`src/rtl/seg7_pkg.sv`:
```
// ============================================================================
// Module : seg7_pkg
// Desc   : Shared types and constants for the 7-segment display controller.
//          Holds the FSM state encoding, the segment patterns used for blank
//          and dash, and a power-of-ten helper for the overflow threshold.
// Rev    : 1.0  initial release
// ============================================================================
`default_nettype none

package seg7_pkg;

   typedef enum logic [1:0] {
      ST_IDLE  = 2'd0,
      ST_START = 2'd1,
      ST_WAIT  = 2'd2,
      ST_LATCH = 2'd3
   } state_t;

   // Active-low {g,f,e,d,c,b,a}.
   localparam logic [6:0] SEG_BLANK = 7'h7F;
   localparam logic [6:0] SEG_DASH  = 7'h3F;

   // 10^n, evaluated at elaboration time for the overflow limit.
   function automatic longint pow10(input int n);
      longint r;
      r = 1;
      for (int i = 0; i < n; i++) begin
         r = r * 10;
      end
      return r;
   endfunction

endpackage

`default_nettype wire

```
`src/rtl/bcd_to_seg7.sv`:
```
// ============================================================================
// Module : bcd_to_seg7
// Desc   : Combinational BCD nibble to active-low 7-segment pattern
//          {g,f,e,d,c,b,a}. Non-decimal nibbles (10..15) are blank.
// Rev    : 1.0  initial release
// ============================================================================
`default_nettype none

module bcd_to_seg7
   import seg7_pkg::*;
(
   input  logic [3:0] nibble_i,
   output logic [6:0] seg_o
);

   // Digit lookup for a common-anode display.
   always_comb begin
      seg_o = SEG_BLANK;
      unique case (nibble_i)
         4'd0:    seg_o = 7'h40;
         4'd1:    seg_o = 7'h79;
         4'd2:    seg_o = 7'h24;
         4'd3:    seg_o = 7'h30;
         4'd4:    seg_o = 7'h19;
         4'd5:    seg_o = 7'h12;
         4'd6:    seg_o = 7'h02;
         4'd7:    seg_o = 7'h78;
         4'd8:    seg_o = 7'h00;
         4'd9:    seg_o = 7'h10;
         default: seg_o = SEG_BLANK;
      endcase
   end

endmodule

`default_nettype wire

```
`src/rtl/decimal_to_bcd.sv`:
```
// ============================================================================
// Module : decimal_to_bcd
// Desc   : Iterative binary-to-BCD converter (shift-and-add-3). A start_i
//          pulse loads binary_i; INPUT_WIDTH cycles later done_o pulses for
//          one cycle and bcd_o holds the result until the next conversion.
//          Digits beyond DECIMAL_DIGITS are discarded. INPUT_WIDTH >= 2.
// Rev    : 1.0  initial release
// ============================================================================
`default_nettype none

module decimal_to_bcd #(
   parameter int INPUT_WIDTH    = 8,
   parameter int DECIMAL_DIGITS = 3
) (
   input  logic                          clk_i,
   input  logic                          rst_i,
   input  logic                          start_i,
   input  logic [INPUT_WIDTH-1:0]        binary_i,
   output logic                          done_o,
   output logic [DECIMAL_DIGITS*4-1:0]   bcd_o
);

   localparam int c_BCD_W = DECIMAL_DIGITS * 4;
   localparam int c_CNT_W = $clog2(INPUT_WIDTH + 1);

   logic [INPUT_WIDTH-1:0] r_shift;
   logic [c_BCD_W-1:0]     r_work;
   logic [c_BCD_W-1:0]     w_adj;
   logic [c_BCD_W-1:0]     w_work_next;
   logic [c_BCD_W-1:0]     r_bcd;
   logic [c_CNT_W-1:0]     r_count;
   logic                   r_done;

   // Add 3 to every digit >= 5, then shift in the next binary bit.
   always_comb begin
      w_adj = r_work;
      for (int k = 0; k < DECIMAL_DIGITS; k++) begin
         if (r_work[k*4 +: 4] >= 4'd5) begin
            w_adj[k*4 +: 4] = r_work[k*4 +: 4] + 4'd3;
         end
      end
      w_work_next = {w_adj[c_BCD_W-2:0], r_shift[INPUT_WIDTH-1]};
   end

   // Shift sequencer; the result is copied out on the last shift.
   always_ff @(posedge clk_i or posedge rst_i) begin
      if (rst_i) begin
         r_shift <= '0;
         r_work  <= '0;
         r_bcd   <= '0;
         r_count <= '0;
         r_done  <= 1'b0;
      end else begin
         r_done <= 1'b0;
         if (start_i) begin
            r_shift <= binary_i;
            r_work  <= '0;
            r_count <= c_CNT_W'(INPUT_WIDTH);
         end else if (r_count != '0) begin
            r_shift <= r_shift << 1;
            r_work  <= w_work_next;
            r_count <= r_count - c_CNT_W'(1);
            if (r_count == c_CNT_W'(1)) begin
               r_done <= 1'b1;
               r_bcd  <= w_work_next;
            end
         end
      end
   end

   assign done_o = r_done;
   assign bcd_o  = r_bcd;

endmodule

`default_nettype wire

```
`src/rtl/seg7_display_ctrl.sv`:
```
// ============================================================================
// Module : seg7_display_ctrl
// Desc   : Captures a binary value on load_i, converts it with one
//          decimal_to_bcd instance, latches the BCD result and scans it onto
//          a multiplexed active-low common-anode 7-segment display.
//          Optional macro SEG7_LZ_BLANK_EN: blank leading zero digits.
// Rev    : 1.0  initial release
// ============================================================================
`default_nettype none

module seg7_display_ctrl
   import seg7_pkg::*;
#(
   parameter int INPUT_WIDTH = 8,
   parameter int DIGITS      = 3,
   parameter int SCAN_DIV    = 50000
) (
   input  logic                    clk_i,
   input  logic                    rst_i,
   input  logic [INPUT_WIDTH-1:0]  value_i,
   input  logic                    load_i,
   output logic                    busy_o,
   output logic                    valid_o,
   output logic                    ovf_o,
   output logic [DIGITS*4-1:0]     bcd_o,
   output logic [DIGITS-1:0]       an_o,
   output logic [6:0]              seg_o
);

   localparam int     c_IDX_W = (DIGITS > 1) ? $clog2(DIGITS) : 1;
   localparam int     c_CNT_W = $clog2(SCAN_DIV);
   localparam longint c_POW   = pow10(DIGITS);
   localparam longint c_MAXW  = (longint'(1) << (INPUT_WIDTH + 1)) - 1;
   // Saturate when 10^DIGITS does not fit: no input can reach it then.
   localparam logic [INPUT_WIDTH:0] c_OVF_LIMIT =
      (c_POW > c_MAXW) ? '1 : (INPUT_WIDTH + 1)'(c_POW);

   state_t                  r_state;
   state_t                  w_state_next;
   logic                    w_conv_start;
   logic                    w_conv_done;
   logic [DIGITS*4-1:0]     w_conv_bcd;
   logic                    w_latch;
   logic [INPUT_WIDTH-1:0]  r_value;
   logic [INPUT_WIDTH-1:0]  r_conv_value;
   logic                    r_pending;
   logic [DIGITS*4-1:0]     r_bcd;
   logic                    r_valid;
   logic                    r_ovf;
   logic [c_CNT_W-1:0]      r_scan_cnt;
   logic [c_IDX_W-1:0]      r_digit_idx;
   logic [3:0]              w_nibble;
   logic [6:0]              w_dec_seg;
   logic [6:0]              w_seg_next;
   logic [DIGITS-1:0]       w_an_next;
   logic [DIGITS-1:0]       r_an;
   logic [6:0]              r_seg;
`ifdef SEG7_LZ_BLANK_EN
   logic [DIGITS-1:0]       w_lz_mask;
   logic [DIGITS-1:0]       r_lz_mask;
`endif

   decimal_to_bcd #(
      .INPUT_WIDTH    (INPUT_WIDTH),
      .DECIMAL_DIGITS (DIGITS)
   ) u_conv (
      .clk_i    (clk_i),
      .rst_i    (rst_i),
      .start_i  (w_conv_start),
      .binary_i (r_value),
      .done_o   (w_conv_done),
      .bcd_o    (w_conv_bcd)
   );

   // The result registers load on the edge that ends the done_o cycle.
   assign w_latch = (r_state == ST_WAIT) && w_conv_done;

   // FSM state register.
   always_ff @(posedge clk_i or posedge rst_i) begin
      if (rst_i) begin
         r_state <= ST_IDLE;
      end else begin
         r_state <= w_state_next;
      end
   end

   // FSM next state and converter start strobe.
   always_comb begin
      w_state_next = r_state;
      w_conv_start = 1'b0;
      unique case (r_state)
         ST_IDLE:  if (load_i || r_pending) w_state_next = ST_START;
         ST_START: begin
            w_conv_start = 1'b1;
            w_state_next = ST_WAIT;
         end
         ST_WAIT:  if (w_conv_done) w_state_next = ST_LATCH;
         ST_LATCH: w_state_next = r_pending ? ST_START : ST_IDLE;
         default:  w_state_next = ST_IDLE;
      endcase
   end

   // Input capture and single-entry pending queue (last value wins).
   always_ff @(posedge clk_i or posedge rst_i) begin
      if (rst_i) begin
         r_value      <= '0;
         r_conv_value <= '0;
         r_pending    <= 1'b0;
      end else begin
         if (load_i) r_value <= value_i;
         if (r_state == ST_START) r_conv_value <= r_value;
         unique case (r_state)
            ST_IDLE:  r_pending <= 1'b0;
            ST_START,
            ST_WAIT:  if (load_i) r_pending <= 1'b1;
            // A restart re-reads r_value, so a load here is already covered.
            ST_LATCH: r_pending <= r_pending ? 1'b0 : load_i;
            default:  r_pending <= 1'b0;
         endcase
      end
   end

`ifdef SEG7_LZ_BLANK_EN
   // Digit k > 0 blanks when it and every digit above it are zero.
   always_comb begin
      logic zero_above;
      zero_above = 1'b1;
      w_lz_mask  = '0;
      for (int k = DIGITS - 1; k > 0; k--) begin
         zero_above   = zero_above && (w_conv_bcd[k*4 +: 4] == 4'd0);
         w_lz_mask[k] = zero_above;
      end
   end
`endif

   // Display register: BCD result, valid and overflow flags.
   always_ff @(posedge clk_i or posedge rst_i) begin
      if (rst_i) begin
         r_bcd     <= '0;
         r_valid   <= 1'b0;
         r_ovf     <= 1'b0;
`ifdef SEG7_LZ_BLANK_EN
         r_lz_mask <= '0;
`endif
      end else if (w_latch) begin
         r_bcd     <= w_conv_bcd;
         r_valid   <= 1'b1;
         r_ovf     <= ({1'b0, r_conv_value} >= c_OVF_LIMIT);
`ifdef SEG7_LZ_BLANK_EN
         r_lz_mask <= w_lz_mask;
`endif
      end
   end

   // Free-running scan divider and digit index.
   always_ff @(posedge clk_i or posedge rst_i) begin
      if (rst_i) begin
         r_scan_cnt  <= '0;
         r_digit_idx <= '0;
      end else if (r_scan_cnt == c_CNT_W'(SCAN_DIV - 1)) begin
         r_scan_cnt  <= '0;
         r_digit_idx <= (r_digit_idx == c_IDX_W'(DIGITS - 1)) ?
                        '0 : r_digit_idx + c_IDX_W'(1);
      end else begin
         r_scan_cnt <= r_scan_cnt + c_CNT_W'(1);
      end
   end

   // Select the nibble of the digit being scanned.
   always_comb begin
      w_nibble = r_bcd[3:0];
      for (int k = 0; k < DIGITS; k++) begin
         if (r_digit_idx == c_IDX_W'(k)) w_nibble = r_bcd[k*4 +: 4];
      end
   end

   bcd_to_seg7 u_dec (
      .nibble_i (w_nibble),
      .seg_o    (w_dec_seg)
   );

   // Anode/segment selection: blank until valid, dashes on overflow.
   always_comb begin
      w_an_next  = '1;
      w_seg_next = SEG_BLANK;
      if (r_valid) begin
         w_an_next = ~(DIGITS'(1) << r_digit_idx);
         if (r_ovf) begin
            w_seg_next = SEG_DASH;
`ifdef SEG7_LZ_BLANK_EN
         end else if (r_lz_mask[r_digit_idx]) begin
            w_seg_next = SEG_BLANK;
`endif
         end else begin
            w_seg_next = w_dec_seg;
         end
      end
   end

   // Registered display pins so anodes and segments switch together.
   always_ff @(posedge clk_i or posedge rst_i) begin
      if (rst_i) begin
         r_an  <= '1;
         r_seg <= SEG_BLANK;
      end else begin
         r_an  <= w_an_next;
         r_seg <= w_seg_next;
      end
   end

   assign busy_o  = (r_state != ST_IDLE);
   assign valid_o = r_valid;
   assign ovf_o   = r_ovf;
   assign bcd_o   = r_bcd;
   assign an_o    = r_an;
   assign seg_o   = r_seg;

endmodule

`default_nettype wire

```
`config.mk`:
```
export PLATFORM = sky130hd
export DESIGN_NAME = seg7_display_ctrl
export DESIGN_NICKNAME = d
export VERILOG_FILES = /design/src/rtl/seg7_pkg.sv /design/src/rtl/bcd_to_seg7.sv /design/src/rtl/decimal_to_bcd.sv /design/src/rtl/seg7_display_ctrl.sv
export SDC_FILE = /design/constraint.sdc
export NUM_CORES = 1
export LEC_CHECK = 0
export CAP_MARGIN = 0
export CORE_MARGIN = 4
export CORE_UTILIZATION = 57
export DETAILED_ROUTE_END_ITERATION = 7
export HOLD_SLACK_MARGIN = 0.08
export PLACE_DENSITY = 0.79
export RECOVER_POWER = 25
export REMOVE_ABC_BUFFERS = 1
export SLEW_MARGIN = 40
export SYNTH_ARGS = -nofsm -noshare
export SYNTH_HDL_FRONTEND = slang
export SYNTH_SLANG_ARGS = --single-unit
```
`constraint.sdc`:
```
create_clock -name clk_i -period 4 [get_ports clk_i]
set_input_delay 1 -clock clk_i [delete_from_list [all_inputs] [get_ports clk_i]]
set_output_delay 1 -clock clk_i [all_outputs]
set_load 0.01 [all_outputs]
```
==> flow_metrics.env <==
export IMPL_outcome="finished, final reports clean"
export IMPL_cts_root_buf="clkbuf_8"
export IMPL_holdBufCountCts=0
export IMPL_cts_buffer_depth=2
export IMPL_vdd_drop_max_v=0.000378
export IMPL_htree_levels=3
export IMPL_grt_antenna_before_repair=0
export IMPL_arrival_ns=3.01
export IMPL_placementRows=30
export IMPL_leakage_nw=2.17
export IMPL_ys_ff_latch=89
export IMPL_cts_tree="done"
export IMPL_synth_cell_type_count=40
export IMPL_final_common_cell="dfrtp_1"
export IMPL_start_kind="flop"
export IMPL_coreArea_sq_um=6980
export IMPL_hpwlAfterDp_mm=5.13
export IMPL_final_util_pct=69.0
export IMPL_fin_worst_skew_ns=0.00737
export IMPL_mostFrequentLayoutCells="dfrtp_1 (79), nand2_1 (40), nor2_1 (34)"
export IMPL_first_iter_violations=119
export IMPL_ys_seq_area_share_pct=53.4
export IMPL_io_pins=36
export IMPL_ant_nets=0
export IMPL_period_share_pct=69.3
export IMPL_fmax_mhz=361
export IMPL_yosysWarnings=0
export IMPL_postCtsSetupBuffers=0
export IMPL_required_ns=4.24
export IMPL_maxCapViolations=0
export IMPL_fin_cells=513
export IMPL_setup_viol=0
export IMPL_dp_cells=497
export IMPL_async_reset_ff_share_pct=100
export IMPL_globalRouteOverflowTotal=0
export IMPL_yosysTopAreaCell="dfrtp_1"
export IMPL_worstMarginPinSlew_ns=1.24
export IMPL_power_density_nw_per_um2=656
export IMPL_hold_path_class="reg2reg"
export IMPL_fin_setup_tns_ns=0
export IMPL_firstDrtPassIters=4
export IMPL_finalCriticalPeriod_ns=2.77
export IMPL_avgSynthCellArea_sq_um=11.0
export IMPL_total_power_mw=3.16
export IMPL_grt_pass1_wl_mm=12.3
export IMPL_hold_violations=0
export IMPL_critPathKind="reg2reg"
export IMPL_syn_inst=380
export IMPL_synth_top_cell_area_share_pct=47.2
export IMPL_cts_sinks=89
export IMPL_synth_edff_count=0
export IMPL_wl_per_cell_um=14.0
export IMPL_grt_pass1_vias=2710
export IMPL_fillerInstances=533
export IMPL_die_area_sq_um=8790
export IMPL_areaGrowthSynthToFinish_pct=14.9
export IMPL_portBuffers=34
export IMPL_worst_slack_ns=1.23
export IMPL_path_clk_slew_ns=0.09
export IMPL_end_kind="flop"
export IMPL_layout_drive_gt1_share_pct=15.8
export IMPL_path_max_fanout=33
export IMPL_post_drt_via_cell_ratio=5.35
export IMPL_wl_mm=7.17
export IMPL_relSlewSlack_pct=17.3
export IMPL_start_util_pct=60.0
export IMPL_place_congestion=0.830
export IMPL_drc=0
export IMPL_grt_total_usage_pct=17.8
export IMPL_fin_nets=439
export IMPL_synth_area_leaders="dfrtp_1 (47%), mux2_2 (7.8%), dfstp_2 (6.3%), ha_1 (4.8%), mux2i_1 (4.3%)"
export IMPL_grt_max_degree=63
export IMPL_num_vias=2743
export IMPL_clk_latency_ns=0.35
export IMPL_die_w_um=93.7
export IMPL_antennaDiodeCount=0
export IMPL_cts_buffers=9
export IMPL_fp_dieH_um=93.7
export IMPL_maxSlewViolCount=0
export IMPL_synth_cell_area_sq_um=4190
export IMPL_rsz0062_at_grt="no"
export IMPL_ys_flop_type="dfrtp_1"
export IMPL_dp_worst_setup_slack_ns=1.57
export IMPL_cts_resized_gates=0
per-stage QoR:
step / instance area, sq um / hold WS [ns]
final: 4820 / 0.485
after global routing: 4820 / 0.502
after CTS: 4820 / 0.492
after detailed placement: 4600 / 0.473
after global placement: 4600 / 0.462
after floorplan: 4110 / 0.446
worst paths after layout:
path	from	end	slack, ns	depth (start not counted)
max	r_state[1]	u_conv.bcd_o[2]	1.23	6
min	r_scan_cnt[0]	r_scan_cnt[0]	0.49	1
max reg2reg	r_state[1]	u_conv.bcd_o[2]	1.23	6
min reg2reg	r_scan_cnt[0]	r_scan_cnt[0]	0.49	1
max in group asynchronous	rst_i	r_value[5]	2.20	3
min in group asynchronous	rst_i	r_scan_cnt[15]	1.16	2
state kept, by name (all words and copies together) (netlist names):
| signal | flops |
|---|---|
| r_scan_cnt | 16 |
| bcd_o | 12 |
| u_conv.bcd_o | 12 |
| u_conv.r_work | 12 |
| r_value | 8 |
| u_conv.r_shift | 8 |
| seg_o | 7 |
| u_conv.r_count | 4 |
| an_o | 3 |
| r_digit_idx | 2 |
| r_state | 2 |
| r_pending | 1 |
| u_conv.done_o | 1 |
| valid_o | 1 |
worst max-delay path, cell delays in order (launching register included):
cell and delay (ns):
dfrtp_1 0.40, inv_1 0.11, ha_1 0.20, clkbuf_1 0.49, nor4_1 0.43, and2_1 0.62
mux2_2 0.41
area by class of cell:
type | instances | area, sq um | share of cell area (%)
multi-input cells | 258 | 1810 | 37.6
clock buffers | 9 | 124 | 2.57
flip-flops and latches | 89 | 2240 | 46.5
repair buffers | 37 | 359 | 7.46
inverters | 17 | 68.8 | 1.43
well taps | 96 | 120 | 2.49
clock inverters | 7 | 93.8 | 1.95
layer usage:
metal  global-route usage (%)  vias to the layer above  part of all wire, %
met3                     4.65                        9                  4.3
met2                     29.9                       47                   50
met4                     5.42                        0                  1.3
met1                     22.7                     1337                   44
li1                         -                     1350                    -
met5                        0                        -                    0
logic make-up (layout without fill, tap and decap cells):
kind of cell    after synthesis  after routing  share of synthesized area [%]
mux                          51             51                           14.0
fa+ha+maj                    16             16                           4.78
compound gates               52             52                           6.90
xor+xnor                     20             20                           4.18
flops                        89             89                           53.4
buf+inv                      33             70                           3.40
simple gates                118            118                           13.2
other cells                   1              1                         0.0895
cells in the mapped netlist (all sizes together), types with 2 or more instances:
| library cell | n |
|---|---|
| dfrtp | 79 |
| nand2 | 41 |
| nor2 | 34 |
| mux2 | 29 |
| mux2i | 22 |
| o21ai | 21 |
| a21oi | 20 |
| inv | 17 |
| ha | 16 |
| xnor2 | 11 |
| dfstp | 10 |
| nand3 | 10 |
| buf | 9 |
| xor2 | 9 |
| clkbuf | 7 |
| nand2b | 5 |
| a211oi | 4 |
| nor2b | 4 |
| nor3 | 4 |
| nor3b | 4 |
| a31oi | 3 |
| and3 | 3 |
| nand4 | 3 |
| a211o | 2 |
| and2 | 2 |
| nor4 | 2 |
| or3 | 2 |
where the power goes:
part           total (mW)  switching [mW]  internal (mW)
sequential           1.36           0.187           1.18
combinational        1.13           0.585          0.545
clock               0.665           0.313          0.352
total                3.16            1.08           2.07
Power figures use the tool's default switching activity.
